**config.mk**
```make
export PLATFORM = sky130hd
export DESIGN_NAME = rv32_wb_ctrl_unit
export DESIGN_NICKNAME = d
export VERILOG_FILES = /design/src/rtl/rv32_wb_ctrl_unit.sv
export SDC_FILE = /design/constraint.sdc
export NUM_CORES = 1
export LEC_CHECK = 0
export CAP_MARGIN = 20
export CELL_PAD_IN_SITES_DETAIL_PLACEMENT = 0
export CELL_PAD_IN_SITES_GLOBAL_PLACEMENT = 1
export CORE_ASPECT_RATIO = 1.2
export CORE_MARGIN = 2
export CORE_UTILIZATION = 30
export DETAILED_ROUTE_END_ITERATION = 8
export GPL_TIMING_DRIVEN = 0
export PLACE_DENSITY = 0.64
export SLEW_MARGIN = 20
export SYNTH_ARGS = -nofsm -noshare
export SYNTH_HDL_FRONTEND = slang
export SYNTH_SLANG_ARGS = --single-unit
export TNS_END_PERCENT = 30
```
**constraint.sdc**
```tcl
create_clock -name clk_in -period 2.4 [get_ports clk_in]
set_input_delay 0.48 -clock clk_in [delete_from_list [all_inputs] [get_ports clk_in]]
set_output_delay 0.48 -clock clk_in [all_outputs]
set_load 0.01 [all_outputs]
```
**src/rtl/rv32_wb_ctrl_unit.sv**
```systemverilog
// Writeback-stage controller: registers the WB mux select and rd, sequences loads,
// drives the RF write port and counts retirements. Optional macro: LOAD_TIMEOUT_EN.
//
//  state   | meaning
//  IDLE    | no instruction pending writeback
//  WB      | accepted non-load writes back this cycle
//  LD_WAIT | load accepted, stalling until dmem_rvalid_in
//  ERR     | load timed out; one-cycle error pulse (LOAD_TIMEOUT_EN only)
module rv32_wb_ctrl_unit #(
    parameter int LD_TIMEOUT = 16,
    parameter int CNT_W      = 32
) (
    input  logic             clk_in,
    input  logic             rst_n_in,
    input  logic             issue_valid_in,
    output logic             issue_ready_out,
    input  logic [2:0]       wb_sel_in,
    input  logic [4:0]       rd_addr_in,
    input  logic             rf_we_in,
    input  logic             is_load_in,
    input  logic             flush_in,
    input  logic             dmem_rvalid_in,
    output logic [2:0]       wb_mux_sel_reg_out,
    output logic             rf_wr_en_out,
    output logic [4:0]       rf_rd_addr_out,
    output logic             stall_out,
    output logic             ld_err_out,
    output logic [CNT_W-1:0] retired_cnt_out
);

    typedef enum logic [1:0] {
        IDLE    = 2'b00,
        WB      = 2'b01,
        LD_WAIT = 2'b10,
        ERR     = 2'b11
    } state_t;

    state_t           state, state_nxt;
    logic [2:0]       sel_reg;
    logic [4:0]       rd_reg;
    logic             we_reg;
    logic             kill_reg, kill_nxt;
    logic             accept;
    logic             wr_ok;
    logic             tmo_hit;
    logic [CNT_W-1:0] retired_cnt;

    assign issue_ready_out    = (state == IDLE) || (state == WB) ||
                                ((state == LD_WAIT) && dmem_rvalid_in);
    assign accept             = issue_valid_in & issue_ready_out & ~flush_in;
    assign wr_ok              = we_reg & (rd_reg != 5'd0);
    assign wb_mux_sel_reg_out = sel_reg;
    assign rf_rd_addr_out     = rd_reg;
    assign retired_cnt_out    = retired_cnt;

`ifdef LOAD_TIMEOUT_EN
    localparam int TMO_W = (LD_TIMEOUT > 2) ? $clog2(LD_TIMEOUT) : 1;
    logic [TMO_W-1:0] tmo_cnt;

    // Every load enters LD_WAIT through an accept, so clearing on accept covers entry.
    always_ff @(posedge clk_in or negedge rst_n_in) begin
        if (!rst_n_in) begin
            tmo_cnt <= '0;
        end else if (accept) begin
            tmo_cnt <= '0;
        end else if ((state == LD_WAIT) && !dmem_rvalid_in) begin
            tmo_cnt <= tmo_cnt + 1'b1;
        end
    end

    assign tmo_hit = (tmo_cnt == TMO_W'(LD_TIMEOUT - 1));
`else
    logic unused_cfg;
    assign unused_cfg = (LD_TIMEOUT != 0);
    assign tmo_hit    = 1'b0;
`endif

    always_comb begin
        state_nxt    = state;
        kill_nxt     = kill_reg;
        rf_wr_en_out = 1'b0;
        stall_out    = 1'b0;
        ld_err_out   = 1'b0;
        case (state)
            IDLE, WB: begin
                if (state == WB) rf_wr_en_out = wr_ok & ~flush_in;
                state_nxt = IDLE;
                if (accept) state_nxt = is_load_in ? LD_WAIT : WB;
            end
            LD_WAIT: begin
                if (dmem_rvalid_in) begin
                    rf_wr_en_out = wr_ok & ~kill_reg & ~flush_in;
                    kill_nxt     = 1'b0;
                    state_nxt    = IDLE;
                    if (accept) state_nxt = is_load_in ? LD_WAIT : WB;
                end else begin
                    stall_out = 1'b1;
                    if (flush_in) kill_nxt = 1'b1;
                    if (tmo_hit) begin
                        state_nxt = ERR;
                        kill_nxt  = 1'b0;
                    end
                end
            end
            ERR: begin
                stall_out  = 1'b1;
                ld_err_out = 1'b1;
                state_nxt  = IDLE;
            end
            default: state_nxt = IDLE;
        endcase
    end

    always_ff @(posedge clk_in or negedge rst_n_in) begin
        if (!rst_n_in) begin
            state       <= IDLE;
            kill_reg    <= 1'b0;
            sel_reg     <= 3'b000;
            rd_reg      <= 5'd0;
            we_reg      <= 1'b0;
            retired_cnt <= '0;
        end else begin
            state    <= state_nxt;
            kill_reg <= kill_nxt;
            if (accept) begin
                sel_reg <= is_load_in ? 3'b001 : wb_sel_in;
                rd_reg  <= rd_addr_in;
                we_reg  <= rf_we_in;
            end
            if (rf_wr_en_out) retired_cnt <= retired_cnt + 1'b1;
        end
    end

endmodule
```
==> flow_summary.rst, run 1 <==
.. list-table::
   :header-rows: 1

   * - Metric
     - Value
   * - Biggest area consumer among synthesized cells
     - dfrtp_1
   * - Overall routed net length
     - 5020 um
   * - Final HPWL from detailed placement
     - 3600 um
   * - Remaining max-slew budget at the tightest pin
     - 66.5%
   * - Worst endpoint data arrival time
     - 1.79 ns
   * - Crit path cell chain
     - or4_1, o22ai_2, nor2_2, dlygate4sd2_1
   * - Post-synthesis instance area
     - 2110 um^2
   * - Pin count of the biggest net entering global routing
     - 25
   * - Top-count cell post-synth
     - dfrtp_1
   * - TritonCTS clock tree
     - yes
   * - Io pins
     - 59
   * - Commonest cells in the netlist
     - dfrtp_1 (44), xor2_1 (27), nor4_1 (14)
   * - Number of endpoints with negative hold slack in the final report
     - 0
   * - Number of buffers added by the clock tree synthesis step
     - 5
   * - Clock latency on the worst-skew pair
     - 0.30 ns
   * - Count of antenna diodes in the layout
     - 0
   * - DRC violations left
     - 0
   * - Clock-pin transition on the worst setup and hold timing paths
     - 0.09 ns
   * - Buffer cell driving the clock tree root
     - clkbuf_8
   * - Antenna viol nets, final
     - 0
   * - Cell depth of the worst flop-to-flop path
     - 6
   * - Actual transition at the worst max-transition pin
     - 0.503 ns
   * - Crit path buffers/inverters
     - 1
   * - Prevailing post-synth register cell
     - dfrtp_1
   * - Area share of the largest cell type after synthesis
     - 52.1%
   * - Highest attainable clock frequency
     - 440 MHz
   * - Final routed wire length divided by cell count
     - 14.4 um
   * - Clock buffer depth
     - 2
   * - Peak supply drop
     - 0.000350 V
   * - Part of the Yosys area used for sequential elements
     - 52.1%
   * - Average cell area after synthesis
     - 10.8 um^2
   * - Count of flip-flops with a built-in enable after synthesis
     - 0
   * - Combined global-route utilization of all metal layers
     - 14.0%
   * - Die height
     - 96.0 um
   * - Critical register-to-register path endpoint
     - retired_cnt_out[31]
   * - Crit path capture type
     - output port
   * - Minimum clock period
     - 2.27 ns
   * - Worst-case setup margin in the final layout
     - 0.128 ns
   * - Total power per unit cell area
     - 554 nW/um^2
   * - Launching point of the worst reg2reg path
     - rf_rd_addr_out[0]
   * - Category of the worst setup path launch point
     - flip-flop
   * - CTS H-tree depth
     - 2
   * - Pins over their slew limit
     - 0
   * - Layout net count
     - 278
   * - Vias post-DR
     - 1710
   * - Worst setup path category
     - flip-flop to output port
   * - Slowest-stage cell, CP
     - or4_1
   * - DRC marker count from the first detailed-route iteration
     - 48
   * - Vias in the first global route
     - 1768
   * - Number of endpoints failing setup at the final stage
     - 0
   * - TritonCTS Sinks
     - 44
   * - Detailed Routing Iterations Pass 1
     - 5
   * - Syn-to-layout area delta
     - 39.4%
   * - Post-route design area
     - 2950 um^2
   * - Total core area
     - 6810 um^2
   * - Antenna violations before repair
     - 0
   * - Number of max-cap violations
     - 0
   * - Cts hold-fix bufs
     - 0
   * - Register-to-Register Setup Slack
     - 0.42 ns
   * - Die ar.
     - 7740 um^2
   * - Port bufs
     - 58
   * - Period utilisation layout
     - 94.7%
   * - RSZ-0062 raised after global routing
     - false
   * - Run status
     - completed
   * - Final estimated routing congestion in global placement
     - 0.724
   * - Width of the chip
     - 80.6 um
   * - Number of warning messages in the yosys log
     - 0
   * - Area taken by multi-input logic gates
     - 961 um^2
   * - Delay of the slowest critical-path stage
     - 0.55 ns
   * - Proportion of synthesized flip-flops having asynchronous set or reset
     - 100%
   * - Largest driver fanout on the critical path
     - 3
   * - Wire length of the first global-routing pass
     - 8390 um
   * - Worst Hold Class
     - input pin to async pin
   * - Flops & latches, synth
     - 44
   * - Synth top area cells
     - dfrtp_1 (52%), xor2_1 (11%), nor4_1 (4.1%)
   * - Critical Path RT
     - 1.92 ns
   * - Count of mapped cells out of synthesis
     - 195
   * - Fillers
     - 682
   * - Total gr overflow
     - 0
   * - Category of cells accounting for the largest share of critical-path delay
     - simple AND/OR/NAND/NOR gates
   * - Flip-flop count of the largest register, all copies and words added
     - 32
   * - Share of layout cells above drive strength 1
     - 11.0%
   * - Worst setup timing slack at the placement stage
     - -0.437 ns
   * - Starting density of the core
     - 31.0%
   * - Total area of sequential cells
     - 1100 um^2
   * - Number of nets in the synthesized netlist
     - 211
   * - Max Clock Skew
     - 0.00836 ns
   * - Count of distinct cell types in the synthesized netlist
     - 31
   * - Post-placement cell area
     - 2820 um^2
   * - Floorplan row count
     - 33
   * - Leak pwr
     - 1.35 nW
   * - Per-cell via count in the routed design
     - 4.89
## cell type report
cell class,count,share of cell area (%)
plain buffers,7,1.27
clock buffers,8,3.06
inverters,10,1.27
multi-input cells,133,32.6
flip-flops and latches,44,37.4
well taps,87,3.69
repair buffers,61,20.8
## cell families after synthesis
group	share of synthesized area, %
adder cells (fa/ha/maj)	0.592
multiplexers	3.73
AND/OR/NAND/NOR	24.9
flip-flops	52.1
AO/OA/AOI/OAI	2.19
XOR/XNOR	12.8
buffers and inverters	3.73
## worst max-delay path by stage
stage                      startpoint  slack (ns)                 end  cells past startpoint
floorplan              issue_valid_in        0.62   rf_rd_addr_out[1]                      4
global placement             rst_n_in       -0.48  retired_cnt_out[3]                      1
detailed placement     dmem_rvalid_in       -0.44        rf_wr_en_out                      5
CTS                          flush_in        0.01        rf_wr_en_out                      5
global route        rf_rd_addr_out[0]        0.03        rf_wr_en_out                      4
finish              rf_rd_addr_out[0]        0.13        rf_wr_en_out                      4
## stage by stage
stage / instances / setup TNS (ns) / total power [mW] / hold slack, ns / utilization (%)
after floorplan: 195 / 0 / 0.977 / 0.184 / -
after global placement: 340 / -22.24 / 1.15 / 0.463 / 41.2
after detailed placement: 341 / -1.38 / 1.15 / 0.468 / 41.4
after CTS: 351 / 0 / 1.65 / 0.159 / 43.0
after global routing: 350 / 0 / 1.72 / 0.177 / 43.3
final: 350 / 0 / 1.63 / 0.135 / 43.3
## report_power, final
part           internal [mW]  leakage (nW)  switching [mW]
registers              0.795         0.568          0.0577
clock network          0.235        0.0455           0.257
logic                  0.162         0.739           0.127
## layer usage
| metal | vias up | track usage [%] | share of wire (%) |
|---|---|---|---|
| li1 | 825 | - | - |
| met2 | 46 | 23.3 | 50 |
| met4 | 0 | 3.81 | 1.0 |
| met3 | 5 | 4.50 | 5.5 |
| met5 | - | 0 | 0 |
| met1 | 834 | 17.5 | 44 |
## what timing repair did
item                                    in CTS  in global routing
resized for setup                            3                  5
buffers inserted                             2                  0
pin swaps                                    2                  0
endpoints found under the setup margin       1                  4
## placed cells by master (no fill, tap or decap), drive strengths merged, types with 7 or more instances in the layout
cell and n:
nor3 12, inv 10, nand3 12, nand2 13
dfrtp 44, clkbuf 11, clkdlybuf4s50 55, mux2 7
xor2 27, nor4 17, buf 8
Power figures use the tool's default switching activity.
==> run 2, diff against run 1 <==
--- a/config.mk
+++ b/config.mk
@@ -10,10 +10,10 @@
 export CELL_PAD_IN_SITES_GLOBAL_PLACEMENT = 1
 export CORE_ASPECT_RATIO = 1.2
 export CORE_MARGIN = 2
-export CORE_UTILIZATION = 30
+export CORE_UTILIZATION = 35
 export DETAILED_ROUTE_END_ITERATION = 8
 export GPL_TIMING_DRIVEN = 0
-export PLACE_DENSITY = 0.64
+export PLACE_DENSITY = 0.74
 export SLEW_MARGIN = 20
 export SYNTH_ARGS = -nofsm -noshare
 export SYNTH_HDL_FRONTEND = slang
==> flow_summary.rst, run 2 (same netlist as run 1, synthesis figures left out) <==
.. list-table::
   :header-rows: 1

   * - Metric
     - Value
   * - TritonCTS Sinks
     - 44 (unchanged)
   * - Total area of sequential cells
     - 1100 um^2 (unchanged)
   * - Internal Dissipation
     - 1.32 mW (+11%)
   * - Net switching power of the design
     - 430 uW (-2.8%)
   * - Crit path capture type
     - output port
   * - Vias in the first global route
     - 1678 (-5.1%)
   * - Pins over their slew limit
     - 0 (unchanged)
   * - Width of the chip
     - 75.0 um (-7.0%)
   * - Count of antenna diodes in the layout
     - 0 (unchanged)
   * - Register-to-Register Setup Slack
     - 0.51 ns (+0.09 ns)
   * - Fillers
     - 567 (-17%)
   * - Number of max-cap violations
     - 0 (unchanged)
   * - Length of routed wiring on met1
     - 2110 um (-4.4%)
   * - Final HPWL from detailed placement
     - 3470 um (-3.7%)
   * - Number of buffers added by the clock tree synthesis step
     - 5 (unchanged)
   * - Antenna viol nets, final
     - 0 (unchanged)
   * - RSZ-0062 raised after global routing
     - true
   * - Final estimated routing congestion in global placement
     - 0.724 (about the same)
   * - Most frequent standard cell in the layout excluding fill and tap cells
     - clkdlybuf4s50_1
   * - Number of endpoints with negative hold slack in the final report
     - 0 (unchanged)
   * - Clock network fraction of design power
     - 34.9% (+4.8 points)
   * - Combined global-route utilization of all metal layers
     - 15.5% (+1.5 points)
   * - Detailed Routing Iterations Pass 1
     - 4 (-1)
   * - Buffer cell driving the clock tree root
     - clkbuf_8
   * - Remaining max-slew budget at the tightest pin
     - 72.1% (+5.6 points)
   * - Crit path cell chain
     - clkdlybuf4s50_1, nor4bb_4, o22ai_2, nor2_2, dlygate4sd2_1
   * - Largest driver fanout on the critical path
     - 4 (+1)
   * - Vias post-DR
     - 1696 (-0.82%)
   * - Max Clock Skew
     - 0.00446 ns (-0.00391 ns)
   * - Area taken by multi-input logic gates
     - 958 um^2 (-0.26%)
   * - DRC marker count from the first detailed-route iteration
     - 61 (+27%)
   * - Slowest-stage cell, CP
     - clkdlybuf4s50_1
   * - Post-route design area
     - 2970 um^2 (+0.59%)
   * - Antenna violations before repair
     - 0 (unchanged)
   * - Peak supply drop
     - 0.000367 V (+4.9%)
   * - Io pins
     - 59 (unchanged)
   * - Final total negative setup slack
     - 0 ns (unchanged)
   * - Most frequent cells in the layout
     - clkdlybuf4s50_1 (56), dfrtp_1 (44), xor2_1 (27)
   * - DRC violations left
     - 0 (unchanged)
   * - Switching fraction of total power
     - 24.5% (-2.5 points)
   * - Highest attainable clock frequency
     - 435 MHz (-1.3%)
   * - Reg power frac
     - 48.7% (-3.5 points)
   * - Post-placement cell area
     - 2810 um^2 (-0.22%)
   * - Clock-pin transition on the worst setup and hold timing paths
     - 0.08 ns (about the same)
   * - Critical Path RT
     - 1.92 ns (about the same)
   * - Delay of the slowest critical-path stage
     - 0.54 ns (about the same)
   * - Met2 Wirelength
     - 2380 um (-4.5%)
   * - Final routed wire length divided by cell count
     - 13.9 um (-3.1%)
   * - Highest metal layer with signal wires
     - met4
   * - Worst setup path category
     - input pin to output port
   * - Wire length of the first global-routing pass
     - 7940 um (-5.4%)
   * - Total core area
     - 5930 um^2 (-13%)
   * - Floorplan row count
     - 31 (-6.1%)
   * - Clock latency on the worst-skew pair
     - 0.29 ns (about the same)
   * - CTS H-tree depth
     - 2 (unchanged)
   * - Die height
     - 89.1 um (-7.1%)
   * - Flip-flop count of the largest register, all copies and words added
     - 32 (unchanged)
   * - Starting density of the core
     - 35.6% (+4.6 points)
   * - Syn-to-layout area delta
     - 40.2%
   * - Category of cells accounting for the largest share of critical-path delay
     - buffers and inverters
   * - Fraction of power consumed by combinational cells
     - 16.3% (-1.4 points)
   * - Clock buffer depth
     - 2 (unchanged)
   * - Worst endpoint data arrival time
     - 1.82 ns (+0.03 ns)
   * - Overall routed net length
     - 4790 um (-4.7%)
   * - Die ar.
     - 6680 um^2 (-14%)
   * - Leak pwr
     - 1.36 nW (+0.36%)
   * - Total power per unit cell area
     - 591 nW/um^2 (+6.6%)
   * - Run status
     - completed
   * - Worst Hold Class
     - input pin to async pin
   * - Actual transition at the worst max-transition pin
     - 0.418 ns (-0.0849 ns)
   * - Share of layout cells above drive strength 1
     - 11.1% (+0.042 points)
   * - Category of the worst setup path launch point
     - input pin
   * - Final core area utilization
     - 50.0% (+6.7 points)
   * - Minimum clock period
     - 2.30 ns (+0.0289 ns)
   * - Met3 wire length
     - 242 um (-13%)
   * - Hold slack final
     - 0.115 ns (-0.0199 ns)
   * - Number of endpoints failing setup at the final stage
     - 0 (unchanged)
   * - Total gr overflow
     - 0 (unchanged)
   * - Layout net count
     - 277 (-0.36%)
   * - PnR Total Power
     - 1.75 mW (+7.2%)
   * - Per-cell via count in the routed design
     - 4.93 (+0.91%)
   * - TritonCTS clock tree
     - yes
   * - Port bufs
     - 58 (unchanged)
   * - Pin count of the biggest net entering global routing
     - 29 (+16%)
   * - Period utilisation layout
     - 95.9% (+1.2 points)
   * - Crit path buffers/inverters
     - 2 (+1)
## run 2: cell types whose count changed in the layout (fill, tap and decap cells not counted)
cell and delta:
nand2b_1 +1, nand2b_2 -1, bufinv_16 +1, buf_4 -1
clkbuf_1 -2, dlymetal6s2s_1 -1, clkdlybuf4s50_1 +1, clkbuf_8 +1
## run 2: worst paths after layout
path                                      from  cells after the start             endpoint
max reg2reg                  rf_rd_addr_out[0]                      5  retired_cnt_out[31]
max in group asynchronous             rst_n_in                      2             kill_reg
min                                   rst_n_in                      1  retired_cnt_out[18]
max                             dmem_rvalid_in                      5         rf_wr_en_out
min reg2reg                retired_cnt_out[31]                      1  retired_cnt_out[31]
min in group clk_in        retired_cnt_out[31]                      1  retired_cnt_out[31]
## run 2: layout make-up
class                      count  area share (%)
buffer                         7            1.27
clock buffer                   7            3.25
clock inverter                 1            1.01
inverter                      10            1.27
multi-input combinational    133            32.3
sequential                    44            37.1
tap                           82            3.46
timing repair buffer          60            20.3
## run 2: stage by stage
step	std cells	setup WS, ns
finish	344	0.0989
global route	344	-0.000710
CTS	345	0.00630
detailed placement	336	-0.451
global placement	335	-0.443
floorplan	195	0.617
## run 2: power by group through the flow
stage                     Clock (mW)  Sequential, mW  Combinational, mW
after floorplan                    0           0.876              0.101
after global placement             0           0.864              0.281
after detailed placement           0           0.865              0.286
after CTS                      0.634           0.855              0.294
after global routing           0.664           0.864              0.314
final                          0.612           0.854              0.286
## run 2: timing repair
action                     in CTS  in global routing
gates resized for setup         5                  1
setup endpoints to repair       1                  4
pin swaps                       2                  2
hold buffers                    0                  0
buffers inserted                1                  0
## run 2: metal layers
metal / track usage (%) / up-vias
met5: 0 / -
met4: 4.38 / 0
met3: 4.17 / 6
met2: 27.0 / 45
met1: 18.8 / 822
li1: - / 823
==> run 3, diff against run 2 <==
--- a/config.mk
+++ b/config.mk
@@ -13,6 +13,7 @@
 export CORE_UTILIZATION = 35
 export DETAILED_ROUTE_END_ITERATION = 8
 export GPL_TIMING_DRIVEN = 0
+export MAX_ROUTING_LAYER = met4
 export PLACE_DENSITY = 0.74
 export SLEW_MARGIN = 20
 export SYNTH_ARGS = -nofsm -noshare
==> flow_summary.rst, run 3 (same netlist as run 1, synthesis figures left out) <==
.. list-table::
   :header-rows: 1

   * - Metric
     - Value
   * - Clock-pin transition on the worst setup and hold timing paths
     - 0.08 ns (about the same)
   * - CTS H-tree depth
     - 2 (unchanged)
   * - Final routed wire length divided by cell count
     - 13.9 um (-0.27%)
   * - Die height
     - 89.1 um (unchanged)
   * - Final total negative setup slack
     - 0 ns (unchanged)
   * - DRC violations left
     - 0 (unchanged)
   * - Total placed cells including tap cells
     - 336 (unchanged)
   * - Vias in the first global route
     - 1674 (-0.24%)
   * - Floorplan row count
     - 31 (unchanged)
   * - Critical Path RT
     - 1.92 ns (about the same)
   * - Count of antenna diodes in the layout
     - 0 (unchanged)
   * - Slowest-stage cell, CP
     - clkdlybuf4s50_1
   * - Crit path buffers/inverters
     - 2 (unchanged)
   * - Largest driver fanout on the critical path
     - 10 (+6)
   * - Buffer cell driving the clock tree root
     - clkbuf_8
   * - Category of cells accounting for the largest share of critical-path delay
     - buffers and inverters
   * - Clock latency on the worst-skew pair
     - 0.29 ns (about the same)
   * - Port bufs
     - 58 (unchanged)
   * - Run status
     - completed
   * - Worst setup timing slack at the placement stage
     - -0.451 ns (unchanged)
   * - Hold slack final
     - 0.115 ns (-0.000465 ns)
   * - Worst-case setup margin in the final layout
     - 0.0989 ns (+0.0000237 ns)
   * - Post-route design area
     - 2970 um^2 (unchanged)
   * - Combined global-route utilization of all metal layers
     - 16.0% (+0.49 points)
   * - Highest attainable clock frequency
     - 435 MHz (about the same)
   * - Remaining max-slew budget at the tightest pin
     - 72.0% (about the same)
   * - Post-placement cell area
     - 2810 um^2 (unchanged)
   * - Pin count of the biggest net entering global routing
     - 29 (unchanged)
   * - Period utilisation layout
     - 95.9% (about the same)
   * - Vias post-DR
     - 1693 (-0.18%)
   * - Minimum clock period
     - 2.30 ns (-0.0000237 ns)
   * - TritonCTS Sinks
     - 44 (unchanged)
   * - Io pins
     - 59 (unchanged)
   * - Wire length of the first global-routing pass
     - 7960 um (+0.18%)
   * - Width of the chip
     - 75.0 um (unchanged)
   * - Number of max-cap violations
     - 0 (unchanged)
   * - Number of buffers added by the clock tree synthesis step
     - 5 (unchanged)
   * - Number of cells in the finished layout apart from fillers
     - 344 (unchanged)
   * - Flip-flop count of the largest register, all copies and words added
     - 32 (unchanged)
   * - Number of endpoints with negative hold slack in the final report
     - 0 (unchanged)
   * - Antenna viol nets, final
     - 0 (unchanged)
   * - Number of endpoints failing setup at the final stage
     - 0 (unchanged)
   * - Max Clock Skew
     - 0.00432 ns (-0.000137 ns)
   * - Detailed Routing Iterations Pass 1
     - 4 (unchanged)
   * - Clock buffer depth
     - 2 (unchanged)
   * - Starting density of the core
     - 35.6% (unchanged)
   * - Category of the worst setup path launch point
     - input pin
   * - DRC marker count from the first detailed-route iteration
     - 68 (+11%)
   * - Leak pwr
     - 1.36 nW (unchanged)
   * - Total core area
     - 5930 um^2 (unchanged)
   * - Cts hold-fix bufs
     - 0 (unchanged)
   * - Pins over their slew limit
     - 0 (unchanged)
   * - Worst Hold Class
     - input pin to async pin
   * - Syn-to-layout area delta
     - 40.2% (unchanged)
   * - Share of layout cells above drive strength 1
     - 11.1% (unchanged)
   * - Actual transition at the worst max-transition pin
     - 0.419 ns (+0.000978 ns)
   * - Delay of the slowest critical-path stage
     - 0.48 ns (-0.06 ns)
   * - Peak supply drop
     - 0.000367 V (-0.13%)
   * - Per-cell via count in the routed design
     - 4.92 (-0.18%)
   * - TritonCTS clock tree
     - yes
   * - RSZ-0062 raised after global routing
     - true
   * - Final estimated routing congestion in global placement
     - 0.733 (+1.2%)
   * - Layout net count
     - 277 (unchanged)
   * - Total gr overflow
     - 0 (unchanged)
   * - Die ar.
     - 6680 um^2 (unchanged)
   * - Final HPWL from detailed placement
     - 3470 um (unchanged)
   * - Antenna violations before repair
     - 0 (unchanged)
   * - Most frequent standard cell in the layout excluding fill and tap cells
     - clkdlybuf4s50_1
   * - Crit path capture type
     - output port
   * - Most frequent cells in the layout
     - clkdlybuf4s50_1 (56), dfrtp_1 (44), xor2_1 (27)
   * - Total power per unit cell area
     - 591 nW/um^2 (about the same)
   * - Worst endpoint data arrival time
     - 1.82 ns (about the same)
   * - Overall routed net length
     - 4770 um (-0.27%)
   * - Worst setup path category
     - input pin to output port
   * - Crit path cell chain
     - clkdlybuf4s50_1, nand2b_1, nor2_2, dlygate4sd2_1
==> run 3: cell counts in the layout (fill, tap and decap cells not counted) <==
No cell type changed its count.
==> run 3: layout make-up <==
class	instances	area, um^2
fill	567	2970
sequential	44	1100
multi-input combinational	133	958
timing repair buffer	60	602
tap	82	103
clock buffer	7	96.3
buffer	7	37.5
inverter	10	37.5
clock inverter	1	30.0
==> run 3: through the flow <==
step / power, mW / utilization [%]
finish: 1.75 / 50.0
global route: 1.84 / 50.0
CTS: 1.78 / 50.0
detailed placement: 1.15 / 47.4
global placement: 1.14 / 47.1
floorplan: 0.977 / -
==> run 3: path summary, 6_finish.rpt <==
check | startpoint | slack, ns | endpoint | cells past startpoint
setup / recovery | flush_in | 0.1 | rf_wr_en_out | 4
setup reg to reg | rf_rd_addr_out[0] | 0.51 | retired_cnt_out[31] | 5
min in group clk_in | retired_cnt_out[31] | 0.47 | retired_cnt_out[31] | 1
hold reg to reg | retired_cnt_out[31] | 0.47 | retired_cnt_out[31] | 1
max in group asynchronous | rst_n_in | 1.80 | kill_reg | 2
hold / removal | rst_n_in | 0.11 | retired_cnt_out[18] | 1
==> run 3: metal layers <==
metal | track usage [%] | vias up | part of all wire, % | wire, um
li1 | - | 825 | - | -
met2 | 26.9 | 43 | 49 | 2350
met1 | 19.2 | 819 | 45 | 2150
met4 | 4.38 | 0 | 1.2 | 55
met3 | 3.72 | 6 | 4.6 | 221
met5 | - | - | 0 | 0
==> run 3: what timing repair did <==
action / 4_1_cts / 5_1_grt
gates cloned: 0 / 0
setup endpoints to repair: 1 / 4
pin swaps: 2 / 2
endpoints found under the hold margin: 0 / 0
gates resized for setup: 5 / 1
setup buffers: 1 / 0
==> run 3: where the power goes <==
group	internal (mW)	leakage [nW]	switching [mW]
registers	0.795	0.568	0.0583
logic	0.160	0.725	0.126
clock network	0.367	0.0645	0.245
total	1.32	1.36	0.429
